[src/rtl/bcd_to_bin.sv]
// ============================================================================
// bcd_to_bin : two-digit BCD to 7-bit binary, reverse double-dabble, 7 cycles
// Revision   : 1.0
// ============================================================================
`default_nettype none

module bcd_to_bin (
   input  logic       clk_i,
   input  logic       rst_i,
   input  logic [3:0] tens_i,
   input  logic [3:0] ones_i,
   input  logic       valid_i,
   output logic       ready_o,
   output logic [6:0] bin_o,
   output logic       err_o,
   output logic       valid_o,
   input  logic       ready_i
);

   typedef enum logic [1:0] {
      IDLE    = 2'd0,
      CONVERT = 2'd1,
      DONE    = 2'd2
   } state_t;

   state_t      state_q;
   logic [7:0]  bcd_q;
   logic [6:0]  bin_q;
   logic [2:0]  cnt_q;
   logic [6:0]  res_q;
   logic        err_q;
   logic        valid_q;

   logic [14:0] shifted_d;
   logic [7:0]  bcd_d;
   logic [6:0]  bin_d;

   // One iteration: shift the whole word right, then pull 3 out of any nibble >= 8.
   always_comb begin
      shifted_d = {bcd_q, bin_q} >> 1;
      bcd_d     = shifted_d[14:7];
      bin_d     = shifted_d[6:0];
      if (bcd_d[7:4] >= 4'd8) bcd_d[7:4] = bcd_d[7:4] - 4'd3;
      if (bcd_d[3:0] >= 4'd8) bcd_d[3:0] = bcd_d[3:0] - 4'd3;
   end

   always_ff @(posedge clk_i) begin
      if (rst_i) begin
         state_q <= IDLE;
         bcd_q   <= 8'd0;
         bin_q   <= 7'd0;
         cnt_q   <= 3'd0;
         res_q   <= 7'd0;
         err_q   <= 1'b0;
         valid_q <= 1'b0;
      end else begin
         case (state_q)
            IDLE: begin
               if (valid_i) begin
                  bcd_q <= {tens_i, ones_i};
                  bin_q <= 7'd0;
                  cnt_q <= 3'd0;
                  if ((tens_i > 4'd9) || (ones_i > 4'd9)) begin
                     res_q   <= 7'd0;
                     err_q   <= 1'b1;
                     valid_q <= 1'b1;
                     state_q <= DONE;
                  end else begin
                     state_q <= CONVERT;
                  end
               end
            end
            CONVERT: begin
               bcd_q <= bcd_d;
               bin_q <= bin_d;
               cnt_q <= cnt_q + 3'd1;
               if (cnt_q == 3'd6) begin
                  assert (bcd_d == 8'd0);
                  res_q   <= bin_d;
                  err_q   <= 1'b0;
                  valid_q <= 1'b1;
                  state_q <= DONE;
               end
            end
            DONE: begin
               if (ready_i) begin
                  valid_q <= 1'b0;
                  state_q <= IDLE;
               end
            end
            default: state_q <= IDLE;
         endcase
      end
   end

   assign ready_o = (state_q == IDLE);
   assign bin_o   = res_q;
   assign err_o   = err_q;
   assign valid_o = valid_q;

endmodule

`default_nettype wire

[config.mk]
export PLATFORM = sky130hd
export DESIGN_NAME = bcd_to_bin
export DESIGN_NICKNAME = d
export VERILOG_FILES = /design/src/rtl/bcd_to_bin.sv
export SDC_FILE = /design/constraint.sdc
export NUM_CORES = 1
export LEC_CHECK = 0
export ABC_AREA = 0
export CORE_MARGIN = 8
export CORE_UTILIZATION = 40
export DETAILED_ROUTE_END_ITERATION = 8
export SYNTH_ARGS = -nofsm -noshare
export SYNTH_HDL_FRONTEND = slang
export SYNTH_SLANG_ARGS = --single-unit
[constraint.sdc]
create_clock -name clk_i -period 1.8 [get_ports clk_i]
set_clock_uncertainty 0.15 [all_clocks]
set_input_delay 0.36 -clock clk_i [delete_from_list [all_inputs] [get_ports clk_i]]
set_output_delay 0.36 -clock clk_i [all_outputs]
set_load 0.005 [all_outputs]
# After elaboration in Yosys (flattened, before gate mapping)
# Index checks and enable logic that the tools add are counted.
word_totals:
  register_bits: 29
  inputBits: 12
  out_inout_bits: 10
  word_cells: 53
classes:
  reduce_logical: 8
  add_sub_neg: 3
  n_mux: 24
  n_lt_le_gt_ge: 4
  n_eq_ne: 7
ops:
  columns: ["operator", "n"]
  rows:
  - ["$mux W7", 4]
  - ["$pmux W7 S2", 2]
  - ["$pmux W8 S2", 1]
  - ["$gt A4 B4 Y1 const B", 2]
  - ["$mux W2", 4]
  - ["$mux W4", 2]
  - ["$mux W8", 1]
  - ["$ne A2 B2 Y1 const B", 3]
  - ["$pmux W2 S3", 1]
  - ["$pmux W3 S2", 1]
  - ["$mux W1", 5]
  - ["$reduce_and A5 Y1", 1]
  - ["$ge A3 B4 Y1 const B", 1]
  - ["$ge A4 B4 Y1 const B", 1]
  - ["$reduce_and A4 Y1", 1]
  - ["$sub A3 B2 Y4 const B", 1]
  - ["$sub A4 B2 Y4 const B", 1]
  - ["$add A3 B1 Y3 const B", 1]
  - ["$eq A3 B3 Y1 const B", 1]
  - ["$mux W3", 1]
  - ["$pmux W1 S3", 1]
  - ["$reduce_and A3 Y1", 1]
  - ["$reduce_bool A3 Y1", 1]
  - ["$eq A2 B1 Y1 const B", 1]
  - ["other kinds (7)", 7]

# Logic depth before layout (Yosys ltp)
depth:
  ltp_word: 5
  mapped_depth: 6
  ltp_nobuf: 6

# Worst setup path before layout
# No wires, ideal clock.
synth_timing:
  kind: "register to register"
  startpoint: "register bcd_q[1]"
  endpoint: "register bcd_q[1]"
  n_path_buf: 0
  period_less_slack_ps: 1425
  arrival_time_ps: 1141
  path_stages_with_launch: 7
  required_ps: 1516
  setup_ps: 134
  setup_slack_ps: 375
  path_cell_list: "dfxtp_1 > inv_1 > ha_1 > nand2_1 > o21ai_0 > a221oi_1 > a211oi_1"
synth_between:
  elab_chain_cells: 3
  word_cells_on_any_way: 4
  cone_classes: "add/sub (1); order compare (1); mux (2)"
synth_rtl:
  columns: ["element", "line_no", "text"]
  rows:
  - ["start, declared", "27", "logic [7:0] bcd_q;"]
  - ["start signal, assigned", "60", "bcd_q <= {tens_i, ones_i};"]
  - ["$sub A4 B2 Y4 / $ge A4 B4 Y1 (equally long branches)", "44", "if (bcd_d[3:0] >= 4'd8) bcd_d[3:0] = bcd_d[3:0] - 4'd3;"]
  - ["$mux W4 *", "44", null]
  - ["$pmux W8 S2 *", "57", "case (state_q)"]
# Mark *: on every way between the ends. The rest lies on a longest branch, timed or not.
# A chain may end at the register's enable or synchronous reset.

# Worst setup path in the final report
layout_timing:
  startpoint: "register state_q[1]"
  endpoint: "register res_q[2] (netlist: bin_o[2])"
layout_between:
  elab_chain_cells: 3
  word_cells_on_any_way: 8
  cone_classes: "eq/ne (4); mux (1); reduce/logical (3)"
layout_rtl:
  columns: ["element", "line_no", "text"]
  rows:
  - ["start, declared", "26", "state_t state_q;"]
  - ["start signal, assigned", "49", "state_q <= IDLE;"]
  - ["start signal, assigned", "67", "state_q <= DONE;"]
  - ["start signal, assigned", "69", "state_q <= CONVERT;"]
  - ["$eq A2 B1 Y1 / $logic_not A2 Y1 (equally long branches)", "57", null]
  - ["$ne A2 B2 Y1 (no line) (tied with other cells)", null, null]
  - ["$reduce_and A4 Y1 (no line)", null, null]
  - ["end signal, assigned", "79", "res_q <= bin_d;"]
  - ["end, declared", "30", "logic [6:0] res_q;"]
# Several ways; a longest one is shown, not always the timed one.

==> qor.yml <==
die:
  top_level_ports: 22
  initial_core_util: 0.4055
  placeableCoreArea_um2: 2953
  fp.dieW_um: 70.71
  fp_rows: 20
  design.die.area_um2: 5000
  die-height_um: 70.71
synth:
  async_flop_share: 0
  post_synth_edffs: 0
  distinct_cell_type_count_after_synthesis: 30
  netlist_area_um2: 1197
  ys.flop_type: "dfxtp_1"
  netlist_instances: 131
  synth_fp_nets: 147
  synthesis.yosys.warnings: 0
  avgSynthCellArea_um2: 9.140
  synth_seq_area_share: 0.4681
  synth.ff_latch_count: 28
finish:
  insertedDiodeCount: 0
  drive_above_1_share: 0.1977
  final_cell_area_um2: 1620
  final_cell_count_no_fill: 205
  finish.net_count: 190
  post-route-util: 0.5487
  area_growth_pct: 35.32
place:
  place_ws_ns: -0.2059
  numPlacedInstances: 200
  dp.final_hpwl_um: 2251
  placement.cell_area_um2: 1577
  numPortBuffers: 21
  routabilityCongestion: 0.8135
clock_tree:
  worst_setup_hold_path_clk_slew_ns: 0.14
  postCtsHoldBufs: 0
  cts.sinks: 28
  clock_latency_ns: 0.31
  tritoncts_clock_tree: "done"
  cts_buffer_count: 3
  cts_htree_levels: 1
  cell_at_the_root_of_the_clock_tree: "clkbuf_4"
  max-clock-path-buffers: 2
critical_path:
  worst_ep_arrival_time_ns: 1.79
  worstPathRequired_ns: 1.87
  critical_path.endpoint_type: "flop"
  worstSetupStartpointType: "flop"
  timing.critical_path.fanout_max: 7
  crit_path_max_cell_delay_ns: 0.37
  worst-setup-path-type: "flop to flop"
  most_prevalent_standard_cell_on_the_critical_path: "buf_4"
  cp_cell_sequence: "buf_4 > buf_4 > nand4b_1 > a32oi_2 > nor2_2 > a22o_1"
  critical-path-slowest-cell: "dfxtp_4"
power_and_ir_drop:
  static-leakage-power_uw: 0.0006306
  worst_ir_drop_vdd_mv: 0.3641
  powerDensity_nw_per_um2: 742.0
grt:
  grt_start_max_net_pins: 21
  number_of_global_route_vias_before_repair: 1157
  number_of_antenna_violations_at_the_first_check_in_global_routing: 0
  gr-total-overflow: 0
  track_usage: 0.1257
  grt_first_pass_wirelength_um: 5250
timing:
  unrepaired_setup_endpoints_after_global_routing: "no"
  timing.final.max_slew_violations: 0
  fmax_mhz: 582.3
  final_min_period_over_clock_period: 0.9541
  final_hold_viol_count: 0
  worst_slew_pin_slew_ns: 0.4000
  finalWorstPathRequiredPeriod_ns: 1.717
  finalSetupTns_ns: 0
  worst_slew_margin_rel: 0.7328
  worst_setup_margin_ns: 0.08269
  final-setup-viol-count: 0
detailed_routing:
  vias_per_cell: 5.400
  drt_iter0_drc: 45
  drt_pass1_iterations: 4
  drcViolationCount: 0
  detail_route.wirelength_um: 3047
  antenna_violating_nets_post_route: 0
  average_wire_per_cell_in_the_routed_design_um: 14.86
  routed-via-count: 1107
job:
  max_cap_viol_count: 0
status:
  outcome: "complete, no violations"
hold_path:
  worst_hold_path_type: "flop to flop"
cell usage in the layout (no fill, tap or decap), types with 3 or more instances in the layout:
master / n
nor3_1: 4
dfxtp_1: 26
clkdlybuf4s50_1: 20
nor2_2: 3
inv_1: 4
o21ai_0: 5
clkbuf_4: 3
ha_1: 4
a21oi_1: 5
buf_4: 24
nor2_1: 23
a22o_1: 7
a311oi_1: 3
nand2_1: 10
a22oi_1: 7
flip-flops by register name, indices dropped and copies added, names as in the netlist:
| register | cells |
|---|---|
| err_o | 1 |
| cnt_q | 3 |
| valid_o | 1 |
| bcd_q | 8 |
| bin_q | 6 |
| state_q | 2 |
| bin_o | 7 |
cells by family after synthesis:
kind of cell | Yosys count | share of synthesized area
and+or+nand+nor | 47 | 0.1787
DFF | 28 | 0.4681
buffers and inverters | 11 | 0.04388
xor gates and xnor gates | 2 | 0.01463
adders and majority gates | 4 | 0.04180
AOI/OAI and AO/OA | 39 | 0.2529
power breakdown:
part | switching, uW | internal (uW)
Clock | 167 | 78.3
Combinational | 133 | 146
Sequential | 26.4 | 651
repair_timing:
item,CTS,global route
resized for setup,5,0
buffers inserted,2,0
hold endpoints to repair,0,0
endpoints found under the setup margin,1,0
per-stage QoR:
step | hold WS [ns] | power, uW
after floorplan | 0.2857 | 831.1
after global placement | 0.3113 | 958.6
after detailed placement | 0.3069 | 965.3
after CTS | 0.3476 | 1214
after global routing | 0.3600 | 1266
final | 0.3484 | 1202
synthesized netlist by cell type, drive strengths merged, types with 3 or more instances:
cell,instances,area (um2)
ha,4,50.05
nor2,26,105.1
a32oi,3,33.79
nand2,10,37.54
a22o,7,61.31
inv,4,15.01
a311oi,4,41.29
dfxtp,28,560.5
buf,5,30.02
nor3,4,20.02
o21ai,5,25.02
a21oi,5,25.02
a22oi,7,52.55
final timing paths:
| path | startpoint | endpoint | slack [ns] | cells after the start |
|---|---|---|---|---|
| min | bin_o[3] | bin_o[3] | 0.35 | 1 |
| max | state_q[1] | bin_o[2] | 0.08 | 6 |
| max reg2reg | state_q[1] | bin_o[2] | 0.08 | 6 |
| min reg2reg | bin_o[3] | bin_o[3] | 0.35 | 1 |
layout make-up:
class	count	area, um2
Timing Repair Buffer	45	389.1
Tap cell	33	41.29
Fill cell	285	1333
Clock buffer	3	22.52
Inverter	4	15.01
Sequential cell	28	568.0
Multi-Input combinational cell	92	584.3
per-layer routing:
| layer | share of wire | track usage |
|---|---|---|
| met1 | 0.45 | 0.1445 |
| met5 | 0 | 0 |
| met2 | 0.47 | 0.2091 |
| met3 | 0.074 | 0.04096 |
| met4 | 0.0062 | 0.05081 |
critical path, delay by kind of cell (launching register included):
| family | cells | cell delay, ns |
|---|---|---|
| DFF | 1 | 0.37 |
| buffers and inverters | 2 | 0.30 |
| and+or+nand+nor | 2 | 0.35 |
| AOI/OAI and AO/OA | 2 | 0.45 |
(Power assumes the default switching activity.)
